--- config.mk ---
export PLATFORM = sky130hd
export DESIGN_NAME = rgb_hsv_stream
export DESIGN_NICKNAME = d
export VERILOG_FILES = /design/src/rtl/rgb_hsv_pkg.sv /design/src/rtl/rgb_hsv_stream_divider.sv /design/src/rtl/rgb_hsv_stream.sv
export SDC_FILE = /design/constraint.sdc
export NUM_CORES = 2
export LEC_CHECK = 0
export CAP_MARGIN = 20
export CORE_MARGIN = 10
export CORE_UTILIZATION = 40
export CTS_BUF_LIST = sky130_fd_sc_hd__clkbuf_2 sky130_fd_sc_hd__clkbuf_4 sky130_fd_sc_hd__clkbuf_8
export CTS_CLUSTER_DIAMETER = 200
export DETAILED_ROUTE_END_ITERATION = 10
export GPL_TIMING_DRIVEN = 1
export PLACE_DENSITY_LB_ADDON = 0.3
export SKIP_CTS_REPAIR_TIMING = 1
export SYNTH_ARGS = -nofsm -noshare
export SYNTH_HDL_FRONTEND = slang
export SYNTH_SLANG_ARGS = --single-unit
--- constraint.sdc ---
create_clock -name clk -period 8.7 [get_ports clk]
set_input_delay 0.87 -clock clk [delete_from_list [all_inputs] [get_ports clk]]
set_output_delay 0.87 -clock clk [all_outputs]
set_load 0.05 [all_outputs]
--- src/rtl/rgb_hsv_pkg.sv ---
// Shared constants and helpers for the RGB->HSV stream converter.
package rgb_hsv_pkg;

  localparam int HUE_DEG_K      = 60;
  localparam int HUE_BYTE_K     = 43;
  localparam int HUE_DEG_OFF_G  = 120;
  localparam int HUE_DEG_OFF_B  = 240;
  localparam int HUE_BYTE_OFF_G = 85;
  localparam int HUE_BYTE_OFF_B = 171;
  localparam int HUE_DEG_WRAP   = 360;
  localparam int HUE_BYTE_WRAP  = 256;

  typedef enum logic [1:0] {SEL_R, SEL_G, SEL_B} max_sel_e;

  function automatic int hue_width(input int hue_mode);
    return (hue_mode == 0) ? 9 : 8;
  endfunction

  function automatic int lat(input int cw);
    return cw + 3;
  endfunction

endpackage

--- src/rtl/rgb_hsv_stream_divider.sv ---
// Pipelined restoring divider, one quotient bit per stage; QW cycles of en, holds when en=0.
// A zero divisor yields a zero quotient.
module hsv_pipe_divider #(
  parameter int NW = 14,
  parameter int DW = 8,
  parameter int QW = 8
) (
  input  logic          clk,
  input  logic          reset,
  input  logic          en,
  input  logic          in_vld,
  input  logic [NW-1:0] in_num,
  input  logic [DW-1:0] in_den,
  output logic          out_vld,
  output logic [QW-1:0] out_quo
);
  localparam int RW = (NW > DW + QW) ? NW : DW + QW;

  logic [RW-1:0] rem_q [QW];
  logic [RW-1:0] rem_d [QW];
  logic [DW-1:0] den_q [QW];
  logic [DW-1:0] den_d [QW];
  logic [QW-1:0] quo_q [QW];
  logic [QW-1:0] quo_d [QW];
  logic [QW-1:0] vld_q, vld_d;

  logic [RW-1:0] rem_in [QW];
  logic [RW-1:0] trial  [QW];
  logic [DW-1:0] den_in [QW];
  logic [QW-1:0] quo_in [QW];
  logic [QW-1:0] vld_in;
  logic [QW-1:0] take;

  always_comb begin
    rem_in[0] = RW'(in_num);
    den_in[0] = in_den;
    quo_in[0] = '0;
    vld_in    = '0;
    vld_in[0] = in_vld;
    for (int s = 1; s < QW; s++) begin
      rem_in[s] = rem_q[s-1];
      den_in[s] = den_q[s-1];
      quo_in[s] = quo_q[s-1];
      vld_in[s] = vld_q[s-1];
    end
  end

  // Stage s resolves quotient bit QW-1-s by trial-subtracting the shifted divisor.
  always_comb begin
    rem_d = rem_q;
    den_d = den_q;
    quo_d = quo_q;
    vld_d = vld_q;
    take  = '0;
    for (int s = 0; s < QW; s++) begin
      trial[s] = RW'(den_in[s]) << (QW - 1 - s);
      take[s]  = (den_in[s] != '0) && (rem_in[s] >= trial[s]);
      if (en) begin
        vld_d[s] = vld_in[s];
        den_d[s] = den_in[s];
        rem_d[s] = take[s] ? (rem_in[s] - trial[s]) : rem_in[s];
        quo_d[s] = take[s] ? (quo_in[s] | (QW'(1) << (QW - 1 - s))) : quo_in[s];
      end
    end
  end

  always_ff @(posedge clk) begin
    if (reset) begin
      rem_q <= '{default: '0};
      den_q <= '{default: '0};
      quo_q <= '{default: '0};
      vld_q <= '0;
    end else begin
      rem_q <= rem_d;
      den_q <= den_d;
      quo_q <= quo_d;
      vld_q <= vld_d;
    end
  end

  assign out_vld = vld_q[QW-1];
  assign out_quo = quo_q[QW-1];

endmodule

--- src/rtl/rgb_hsv_stream.sv ---
// Streaming RGB->HSV converter; CW+3 cycles of en latency, one pixel per clock.
// Whole pipeline stalls in place while out_valid && !out_ready; no internal buffering.
module rgb_hsv_stream
  import rgb_hsv_pkg::*;
#(
  parameter int CW       = 8,
  parameter int HUE_MODE = 0,
  parameter int SBW      = 2
) (
  input  logic                           clk,
  input  logic                           reset,
  input  logic                           in_valid,
  output logic                           in_ready,
  input  logic [CW-1:0]                  in_r,
  input  logic [CW-1:0]                  in_g,
  input  logic [CW-1:0]                  in_b,
  input  logic [SBW-1:0]                 in_sb,
  output logic                           out_valid,
  input  logic                           out_ready,
  output logic [hue_width(HUE_MODE)-1:0] out_h,
  output logic [CW-1:0]                  out_s,
  output logic [CW-1:0]                  out_v,
  output logic [SBW-1:0]                 out_sb
);
  localparam int HW    = hue_width(HUE_MODE);
  localparam int K     = (HUE_MODE == 0) ? HUE_DEG_K     : HUE_BYTE_K;
  localparam int OFF_G = (HUE_MODE == 0) ? HUE_DEG_OFF_G : HUE_BYTE_OFF_G;
  localparam int OFF_B = (HUE_MODE == 0) ? HUE_DEG_OFF_B : HUE_BYTE_OFF_B;
  localparam int WRAP  = (HUE_MODE == 0) ? HUE_DEG_WRAP  : HUE_BYTE_WRAP;
  localparam int HNW   = CW + 6;
  localparam int MW    = 1 + HW + 1 + CW + SBW;

  logic en;

  logic           s1_vld_q, s1_vld_d;
  logic [CW-1:0]  s1_r_q, s1_r_d, s1_g_q, s1_g_d, s1_b_q, s1_b_d;
  logic [CW-1:0]  s1_max_q, s1_max_d, s1_delta_q, s1_delta_d;
  max_sel_e       s1_sel_q, s1_sel_d;
  logic [SBW-1:0] s1_sb_q, s1_sb_d;

  logic            s2_vld_q, s2_vld_d;
  logic [HNW-1:0]  s2_hnum_q, s2_hnum_d;
  logic [2*CW-1:0] s2_snum_q, s2_snum_d;
  logic [CW-1:0]   s2_delta_q, s2_delta_d;
  logic [MW-1:0]   s2_meta_q, s2_meta_d;
  logic [CW-1:0]   s2_max;

  logic [MW-1:0] meta_q [CW];
  logic [MW-1:0] meta_d [CW];

  logic           out_vld_q, out_vld_d;
  logic [HW-1:0]  out_h_q, out_h_d;
  logic [CW-1:0]  out_s_q, out_s_d, out_v_q, out_v_d;
  logic [SBW-1:0] out_sb_q, out_sb_d;

  logic           h_vld, s_vld;
  logic [CW-1:0]  q_h, q_s;
  logic           m_neg, m_dz;
  logic [HW-1:0]  m_off;
  logic [CW-1:0]  m_max;
  logic [SBW-1:0] m_sb;

  logic [CW-1:0] mx, mn, adiff;
  max_sel_e      sel;
  logic [CW:0]   diff;
  logic          neg;
  logic [HW-1:0] off;
  int            h_int;

  assign en        = !out_vld_q || out_ready;
  assign in_ready  = en;
  assign s2_max    = s2_meta_q[SBW +: CW];
  assign {m_neg, m_off, m_dz, m_max, m_sb} = meta_q[CW-1];

  always_comb begin
    s1_vld_d = s1_vld_q;  s1_r_d = s1_r_q;  s1_g_d = s1_g_q;  s1_b_d = s1_b_q;
    s1_max_d = s1_max_q;  s1_delta_d = s1_delta_q;  s1_sel_d = s1_sel_q;  s1_sb_d = s1_sb_q;
    s2_vld_d = s2_vld_q;  s2_hnum_d = s2_hnum_q;  s2_snum_d = s2_snum_q;
    s2_delta_d = s2_delta_q;  s2_meta_d = s2_meta_q;
    meta_d = meta_q;
    out_vld_d = out_vld_q;  out_h_d = out_h_q;  out_s_d = out_s_q;
    out_v_d = out_v_q;  out_sb_d = out_sb_q;

    // Strict compares give R, then G, then B priority on ties.
    mx = in_r;  mn = in_r;  sel = SEL_R;
    if (in_g > mx) begin mx = in_g; sel = SEL_G; end
    if (in_b > mx) begin mx = in_b; sel = SEL_B; end
    if (in_g < mn) mn = in_g;
    if (in_b < mn) mn = in_b;

    case (s1_sel_q)
      SEL_G:   begin diff = {1'b0, s1_b_q} - {1'b0, s1_r_q}; off = HW'(OFF_G); end
      SEL_B:   begin diff = {1'b0, s1_r_q} - {1'b0, s1_g_q}; off = HW'(OFF_B); end
      default: begin diff = {1'b0, s1_g_q} - {1'b0, s1_b_q}; off = '0;        end
    endcase
    neg   = diff[CW];
    adiff = neg ? CW'(-diff) : diff[CW-1:0];

    h_int = int'(m_off) + (m_neg ? -int'(q_h) : int'(q_h));
    if (h_int < 0) h_int = h_int + WRAP;

    if (en) begin
      s1_vld_d   = in_valid;
      s1_r_d     = in_r;
      s1_g_d     = in_g;
      s1_b_d     = in_b;
      s1_max_d   = mx;
      s1_delta_d = mx - mn;
      s1_sel_d   = sel;
      s1_sb_d    = in_sb;

      s2_vld_d   = s1_vld_q;
      s2_hnum_d  = HNW'(adiff) * HNW'(K);
      s2_snum_d  = {s1_delta_q, CW'(0)} - {CW'(0), s1_delta_q};
      s2_delta_d = s1_delta_q;
      s2_meta_d  = {neg, off, s1_delta_q == '0, s1_max_q, s1_sb_q};

      meta_d[0] = s2_meta_q;
      for (int i = 1; i < CW; i++) meta_d[i] = meta_q[i-1];

      out_vld_d = h_vld && s_vld;
      out_h_d   = m_dz ? '0 : HW'(h_int);
      out_s_d   = m_dz ? '0 : q_s;
      out_v_d   = m_max;
      out_sb_d  = m_sb;
    end
  end

  always_ff @(posedge clk) begin
    if (reset) begin
      s1_vld_q <= 1'b0;  s1_r_q <= '0;  s1_g_q <= '0;  s1_b_q <= '0;
      s1_max_q <= '0;  s1_delta_q <= '0;  s1_sel_q <= SEL_R;  s1_sb_q <= '0;
      s2_vld_q <= 1'b0;  s2_hnum_q <= '0;  s2_snum_q <= '0;
      s2_delta_q <= '0;  s2_meta_q <= '0;
      meta_q <= '{default: '0};
      out_vld_q <= 1'b0;  out_h_q <= '0;  out_s_q <= '0;  out_v_q <= '0;  out_sb_q <= '0;
    end else begin
      s1_vld_q <= s1_vld_d;  s1_r_q <= s1_r_d;  s1_g_q <= s1_g_d;  s1_b_q <= s1_b_d;
      s1_max_q <= s1_max_d;  s1_delta_q <= s1_delta_d;  s1_sel_q <= s1_sel_d;  s1_sb_q <= s1_sb_d;
      s2_vld_q <= s2_vld_d;  s2_hnum_q <= s2_hnum_d;  s2_snum_q <= s2_snum_d;
      s2_delta_q <= s2_delta_d;  s2_meta_q <= s2_meta_d;
      meta_q <= meta_d;
      out_vld_q <= out_vld_d;  out_h_q <= out_h_d;  out_s_q <= out_s_d;
      out_v_q <= out_v_d;  out_sb_q <= out_sb_d;
    end
  end

  hsv_pipe_divider #(.NW(HNW), .DW(CW), .QW(CW)) u_hue_div (
    .clk     (clk),
    .reset   (reset),
    .en      (en),
    .in_vld  (s2_vld_q),
    .in_num  (s2_hnum_q),
    .in_den  (s2_delta_q),
    .out_vld (h_vld),
    .out_quo (q_h)
  );

  hsv_pipe_divider #(.NW(2*CW), .DW(CW), .QW(CW)) u_sat_div (
    .clk     (clk),
    .reset   (reset),
    .en      (en),
    .in_vld  (s2_vld_q),
    .in_num  (s2_snum_q),
    .in_den  (s2_max),
    .out_vld (s_vld),
    .out_quo (q_s)
  );

  assign out_valid = out_vld_q;
  assign out_h     = out_h_q;
  assign out_s     = out_s_q;
  assign out_v     = out_v_q;
  assign out_sb    = out_sb_q;

endmodule
# Word-level counts from Yosys, hierarchy flattened

Index checks and enable logic that the tools add are counted.

Eq/ne operators: 2
Multiplexer cells: 43
$add $sub $neg: 23
Magnitude comparators: 21
Reductions and logical operators: 36
Multipliers: 1

Operator list:

| operator            | number |
|---|---|
| $mux 16             | 14 |
| $reduce_bool 8->1   | 16 |
| $mux 8              | 8 |
| $add 10x32->32      | 1 |
| $ge 16x10->1        | 2 |
| $ge 16x11->1        | 2 |
| $ge 16x12->1        | 2 |
| $ge 16x13->1        | 2 |
| $ge 16x14->1        | 2 |
| $ge 16x8->1         | 2 |
| $ge 16x9->1         | 2 |
| $lt 32x1->1 const B | 1 |
| $mux 32             | 1 |
| $neg 8->32          | 1 |
| $sub 16x10->16      | 2 |
| $sub 16x11->16      | 2 |
| $sub 16x12->16      | 2 |
| $sub 16x13->16      | 2 |
| $sub 16x14->16      | 2 |
| $sub 16x9->16       | 2 |
| $sub 8x8->9         | 3 |
| $mux 9              | 2 |
| $pmux 9 s2          | 1 |
| $logic_and 1x1->1   | 17 |
| other kinds (24)    | 35 |

Logic and storage cells: 198
Flip-flop bits (word level): 779
Output and inout port bits: 29
Input bits: 30

# Longest topological paths before layout

Depth in word-level cells: 6
Depth in mapped cells: 25
Mapped depth without buffers: 25

# Modules after synthesis

Synthesis repeated with hierarchy kept, for this count alone.

Cells, all modules: 4,251
Area, all modules: 35,689.2 um^2

Modules (own cells, without submodules):

| module                       | sequential area each (um^2) | area an instance (um^2) | instances | cells an instance |
|---|---|---|---|---|
| rgb_hsv_stream               | 4,884.7                     | 12,269.3                | 1         | 1,586 |
| hsv_pipe_divider (u_sat_div) | 4,244.1                     | 11,747.5                | 1         | 1,344 |
| hsv_pipe_divider (u_hue_div) | 4,244.1                     | 11,672.4                | 1         | 1,321 |

# Worst setup path before layout

OpenSTA, ideal clock, no wires.

Path type: register to register
Start point: register s1_b_q[0]
End point: register s2_hnum_q[13]
Setup slack: 3.114 ns
Required time: 8.568 ns
Clock period less this slack: 5.586 ns
Stages on the path, launching flop included: 24
Data arrival time: 5.454 ns
Path buffers: 0
Cell sequence: dfxtp_1 > inv_1 > ha_1 > fa_1 > nand2b_1 > a21oi_1 > o31a_1 > o41ai_1 > a211oi_1 > or2_2 > xor2_1 > inv_1 > fa_1 > inv_1 > fa_1 > ha_1 > a21o_1 > a21oi_1 > o21ai_0 > a2111oi_0 > o311ai_0 > xor2_1 > nand2_1 > a21oi_1

Longest elaborated chain between the ends: 5

RTL lines:

| item                                  | line                                       | source |
|---|---|---|
| start: declaration                    | rgb_hsv_stream.sv:36                       | `logic [CW-1:0] s1_r_q, s1_r_d, s1_g_q, s1_g_d, s1_b_q, s1_b_d;` |
| start signal: assignment              | rgb_hsv_stream.sv:131                      | `s1_vld_q <= 1'b0; s1_r_q <= '0; s1_g_q <= '0; s1_b_q <= '0;` |
| start signal: assignment              | rgb_hsv_stream.sv:138                      | `s1_vld_q <= s1_vld_d; s1_r_q <= s1_r_d; s1_g_q <= s1_g_d; s1_b_q <= s1_b_d;` |
| $sub 8x8->9, on equally long branches | rgb_hsv_stream.sv:94, rgb_hsv_stream.sv:92 |  |
| $pmux 9 s2 *                          | rgb_hsv_stream.sv:91                       | `case (s1_sel_q)` |
| $neg 8->8                             | rgb_hsv_stream.sv:97                       | `adiff = neg ? CW'(-diff) : diff[CW-1:0];` |
| $mux 8 *                              | rgb_hsv_stream.sv:97                       |  |
| $mul 8x4->12 *                        | rgb_hsv_stream.sv:113                      | `s2_hnum_d = HNW'(adiff) * HNW'(K);` |
| end signal: assignment                | rgb_hsv_stream.sv:140                      | `s2_vld_q <= s2_vld_d; s2_hnum_q <= s2_hnum_d; s2_snum_q <= s2_snum_d;` |
| end: declaration                      | rgb_hsv_stream.sv:42                       | `logic [HNW-1:0] s2_hnum_q, s2_hnum_d;` |

Every way passes the cells marked *; elsewhere a longest branch is shown, timed or not.
A chain may end at the register's enable or synchronous reset.

# Worst setup path in the final report

Ends and elaborated chain as after synthesis.

==> results_tabular.tex <==
\begin{tabular}{lr}
\hline
Metric & Value \\
\hline
\multicolumn{2}{l}{\textbf{Status}} \\
\quad Run status & finished clean \\
\multicolumn{2}{l}{\textbf{Clocking}} \\
\quad Total number of clock tree sinks & approximately 580 \\
\quad Register clock-pin slew on the reported worst setup and hold paths & 60 ps \\
\quad Cell chosen for the clock root & sky130\_fd\_sc\_hd\_\_clkbuf\_8 \\
\quad Count of H-tree levels built during CTS & 3 \\
\quad Longest Clk Path Bufs & 3 \\
\quad CTS tree & built \\
\quad Clock buffers created by TritonCTS & 97 \\
\quad Clock insertion delay at the later pin of the skew report & 710 ps \\
\multicolumn{2}{l}{\textbf{Die}} \\
\quad Std-Cell Core Area & 78740 sq um \\
\quad Count of standard-cell rows & 103 \\
\quad Die ar. & between 90000 and 100000 sq um \\
\quad I/O pin cnt & 59 \\
\quad Horiz. Die Dim & between 300 and 400 um \\
\quad Vert. Die Dim & just over 300 um \\
\quad Initial standard-cell utilization of the core & 0.4028 \\
\multicolumn{2}{l}{\textbf{Critical path}} \\
\quad Critical path's largest stage delay & 790 ps \\
\quad Critical path's top delay family & compound AO/OA/AOI/OAI gates \\
\quad Worst Path Class, Setup & reg2reg \\
\quad Depth of the worst register-to-register path & 23 \\
\quad Reg2reg end & s2\_hnum\_q[13]\$\_SDFFE\_PP0P\_ \\
\quad Count of buffer and inverter cells on the critical path & 3 \\
\quad Worst EP required & slightly above 9000 ps \\
\quad Sort of element at the end of the critical path & flop \\
\quad Critical path fanouts, max & 8 \\
\quad Nature of the critical path startpoint & flop \\
\quad Crit path cell chain & inv\_1 -> ha\_1 -> fa\_1 -> nand2b\_1 -> a21oi\_1 -> o31a\_1 -> o41ai\_1 -> a211oi\_1 -> or2\_2 -> xor2\_1 -> inv\_1 -> fa\_1 -> inv\_1 -> fa\_1 -> ha\_1 -> a21o\_1 -> a21oi\_1 -> o21ai\_0 -> a2111oi\_0 -> o311ai\_0 -> xor2\_1 -> nand2\_1 -> a21oi\_1 \\
\quad Setup slack, reg-to-reg & between 2000 and 2500 ps \\
\quad Slowest cell on crit path & sky130\_fd\_sc\_hd\_\_a211oi\_1 \\
\quad Reg-to-Reg Start & s1\_b\_q[0]\$\_SDFFE\_PP0P\_ \\
\quad Data arrival time of the critical path & just under 7000 ps \\
\multicolumn{2}{l}{\textbf{Synth}} \\
\quad Sequential fraction of the synthesis area & 0.3686 \\
\quad Synthesized Nets & about 4400 \\
\quad Synth area leaders & sky130\_fd\_sc\_hd\_\_dfxtp\_1, sky130\_fd\_sc\_hd\_\_nand2\_1, sky130\_fd\_sc\_hd\_\_a21oi\_1 \\
\quad Number of enable flip-flop cells after synthesis & 0 \\
\quad Cell Area, Synth & 31720 sq um \\
\quad Yosys warning count & 0 \\
\quad Number of distinct standard cells referenced by the synthesized netlist & 81 \\
\quad Flop and latch count out of synthesis & 584 \\
\quad Top cell type's share of synthesized area & 0.3686 \\
\quad Fraction of registers with async set/reset & 0 \\
\quad Predominant post-synthesis flop cell & sky130\_fd\_sc\_hd\_\_dfxtp\_1 \\
\quad Avg Inst Size Synth & 7.747 sq um \\
\quad Mapped Cells & 4094 \\
\quad Largest area contributor in the netlist & sky130\_fd\_sc\_hd\_\_dfxtp\_1 \\
\quad Most instantiated library cell after synthesis & sky130\_fd\_sc\_hd\_\_nand2\_1 \\
\quad Most used standard cells in the synthesized netlist & sky130\_fd\_sc\_hd\_\_nand2\_1, sky130\_fd\_sc\_hd\_\_a21oi\_1, sky130\_fd\_sc\_hd\_\_dfxtp\_1 \\
\multicolumn{2}{l}{\textbf{Drt}} \\
\quad Via count & 26830 \\
\quad Total iterations of the first detailed-routing run & 5 \\
\quad Post-DR wirelength/cell & 14.78 um \\
\quad Total wire length & 76.45 mm \\
\quad Antenna Violating Nets Remaining & 0 \\
\quad Number of design-rule violations left by the first detailed-router iteration & between 1000 and 1500 \\
\quad Mean number of vias per cell & a little over 5 \\
\quad DRC violation count after routing & 0 \\
\multicolumn{2}{l}{\textbf{Power and ir drop}} \\
\quad Sequential share of power & 0.314 \\
\quad Power density normalized to cell area & 306.3 nW/um\^{}2 \\
\quad Pint & 0.006707 W \\
\quad Power share of the combinational group & 0.442 \\
\quad Clock network fraction of total power & 0.244 \\
\quad Net switching power & 0.004056 W \\
\quad Proportion of total power due to net switching & 0.3768 \\
\quad Static leakage power & approximately 13 nW \\
\quad Largest voltage drop on the vdd net & roughly 430 uV \\
\multicolumn{2}{l}{\textbf{STA}} \\
\quad Period utilization & 0.7312 \\
\quad Unrepaired setup endpoints after global routing & no \\
\quad Number of failing setup endpoints in the final timing report & 0 \\
\quad Max transition margin & 0.3151 \\
\quad Number of max-slew violations in the final report & 0 \\
\quad Hold Violations, Final & 0 \\
\quad Setup skew after layout & approximately 36 ps \\
\quad Minimum setup slack in the final design & 2339 ps \\
\quad Worst slew pin tran & 1020 ps \\
\quad Maximum clock rate & approximately 0.16 GHz \\
\quad Setup TNS & 0 ps \\
\quad Min cycle time layout & between 6000 and 7000 ps \\
\multicolumn{2}{l}{\textbf{Cells and area}} \\
\quad Register area & $\sim$12000 sq um \\
\quad Share of final-layout standard cells stronger than drive strength 1 & 0.05725 \\
\quad Total Nets Final & 4322 \\
\quad Area Growth Syn to Fin & 10.80\% \\
\quad Fill cell instance count of the final layout & between 7000 and 8000 \\
\quad Multi-input gate area in the final layout & 18200 sq um \\
\multicolumn{2}{l}{\textbf{Min path}} \\
\quad Start point of the worst min-delay path & meta\_q[31]\$\_SDFFE\_PP0P\_ \\
\quad Hold-critical path depth & 2 \\
\quad Tightest Hold Check Type & reg2reg \\
\quad Worst hold endpoint & m\_dz\$\_SDFFE\_PP0P\_ \\
\multicolumn{2}{l}{\textbf{Run}} \\
\quad Max-cap check violation count & 0 \\
\multicolumn{2}{l}{\textbf{Global route}} \\
\quad Residual overflow from global routing & 0 \\
\quad Pin count of the biggest net entering global routing & about 220 \\
\quad Number of antenna violations at the first check in global routing & 1 \\
\quad Wire length of the first global-routing pass & between 100 and 150 mm \\
\quad Via count of the first global-routing pass & 25470 \\
\quad Global-route usage over all layers & 0.1639 \\
\multicolumn{2}{l}{\textbf{Placed design}} \\
\quad Worst slack at placement & 2012 ps \\
\quad Port bufs & 58 \\
\quad HPWL reported at the end of detailed placement & $\sim$52 mm \\
\quad RePlAce Congestion & slightly below 0.9 \\
\hline
\end{tabular}
[worst max-delay path by stage]
stage / cells after the start / slack [ps] / from / endpoint
after floorplan: 23 / 3110 / s1_b_q[0]$_SDFFE_PP0P_ / s2_hnum_q[13]$_SDFFE_PP0P_
after global placement: 23 / 2110 / in_r[6] / s1_delta_q[7]$_SDFFE_PP0P_
after detailed placement: 23 / 2010 / in_r[6] / s1_delta_q[7]$_SDFFE_PP0P_
after CTS: 24 / 2360 / s1_g_q[0]$_SDFFE_PP0P_ / s2_hnum_q[13]$_SDFFE_PP0P_
after global routing: 24 / 1830 / s1_g_q[0]$_SDFFE_PP0P_ / s2_hnum_q[13]$_SDFFE_PP0P_
final: 23 / 2340 / s1_b_q[0]$_SDFFE_PP0P_ / s2_hnum_q[13]$_SDFFE_PP0P_
[routing by layer]
layer,vias up,part of all wire,track usage
li1,14010,-,-
met1,12310,0.47,0.2118
met2,392,0.48,0.2795
met3,116,0.033,0.02481
met4,0,0.022,0.04716
met5,-,0,0
[stage by stage]
step	cells	power [W]	util	hold slack, ps	cell area [sq um]
after global placement	5002	0.008104	0.4191	438.5	33000
after detailed placement	5003	0.008164	0.4192	444.1	33010
after CTS	5170	0.01084	0.4461	436.8	35120
after floorplan	4094	0.007223	-	431.9	31720
final	5173	0.01076	0.4463	442.5	35140
after global routing	5173	0.01174	0.4463	460.2	35140
[logic make-up after synthesis]
group                    count (synthesis)  synth area share
AO/OA/AOI/OAI                         1088            0.2006
adder cells (fa/ha/maj)                238            0.1008
multiplexers                            91           0.02911
buffers and inverters                  484           0.05791
AND/OR/NAND/NOR                       1460            0.2019
XOR/XNOR                               149           0.04115
flip-flops                             584            0.3686
[sequential cells by signal (all words and copies together) (netlist names), 3 cells and up]
register,cells
u_hue_div.out_quo,8
u_hue_div.den_in,56
m_max,8
s2_meta_q,15
out_h,9
u_hue_div.vld_q,8
m_off,3
s1_delta_q,8
u_sat_div.den_in,49
out_v,8
u_hue_div.rem_in,99
s1_b_q,8
s1_r_q,8
s1_g_q,8
s2_hnum_q,12
s2_snum_q,16
u_hue_div.quo_in,28
u_sat_div.rem_in,105
u_sat_div.quo_in,28
s1_max_q,8
meta_q,56
out_s,8
u_sat_div.out_quo,8
s2_delta_q,7
[worst min-delay path: cells and delay by family, from the launching register on]
kind / cells / cell delay [ps]
simple gates: 1 / 50
compound gates: 1 / 50
flops: 1 / 310
[cell type report]
class	instances	share of cell area
clock inverters	23	0.007976
clock buffers	144	0.05213
well taps	1050	0.03739
repair buffers	81	0.02336
diodes	1	0.00007121
flip-flops and latches	584	0.3327
inverters	264	0.02841
multi-input cells	3026	0.5180
[power by group through the flow]
stage / Combinational, W / Sequential [W] / Clock [W]
after floorplan: 0.00392 / 0.00330 / 0
after global placement: 0.00468 / 0.00343 / 0
after CTS: 0.00477 / 0.00338 / 0.00270
final: 0.00476 / 0.00338 / 0.00263
after detailed placement: 0.00473 / 0.00343 / 0
after global routing: 0.00550 / 0.00343 / 0.00281
[cells in the final DEF, fill, tap and decap left out, drive strengths merged, types with 15 or more instances in the layout]
master,n
dfxtp,584
nor4,42
nor2,213
o211ai,34
o21ai,191
buf,24
a21o,34
clkdlybuf4s50,57
or3,15
a211oi,69
xnor2,95
nor3,65
nand3b,16
a21boi,22
or4,18
nand3,37
nor2b,37
mux2i,81
a21oi,587
inv,267
ha,209
fa,29
o21a,37
clkbuf,144
nand2b,32
o31a,18
xor2,54
nand4,27
nand2,895
Power figures use the tool's default switching activity.
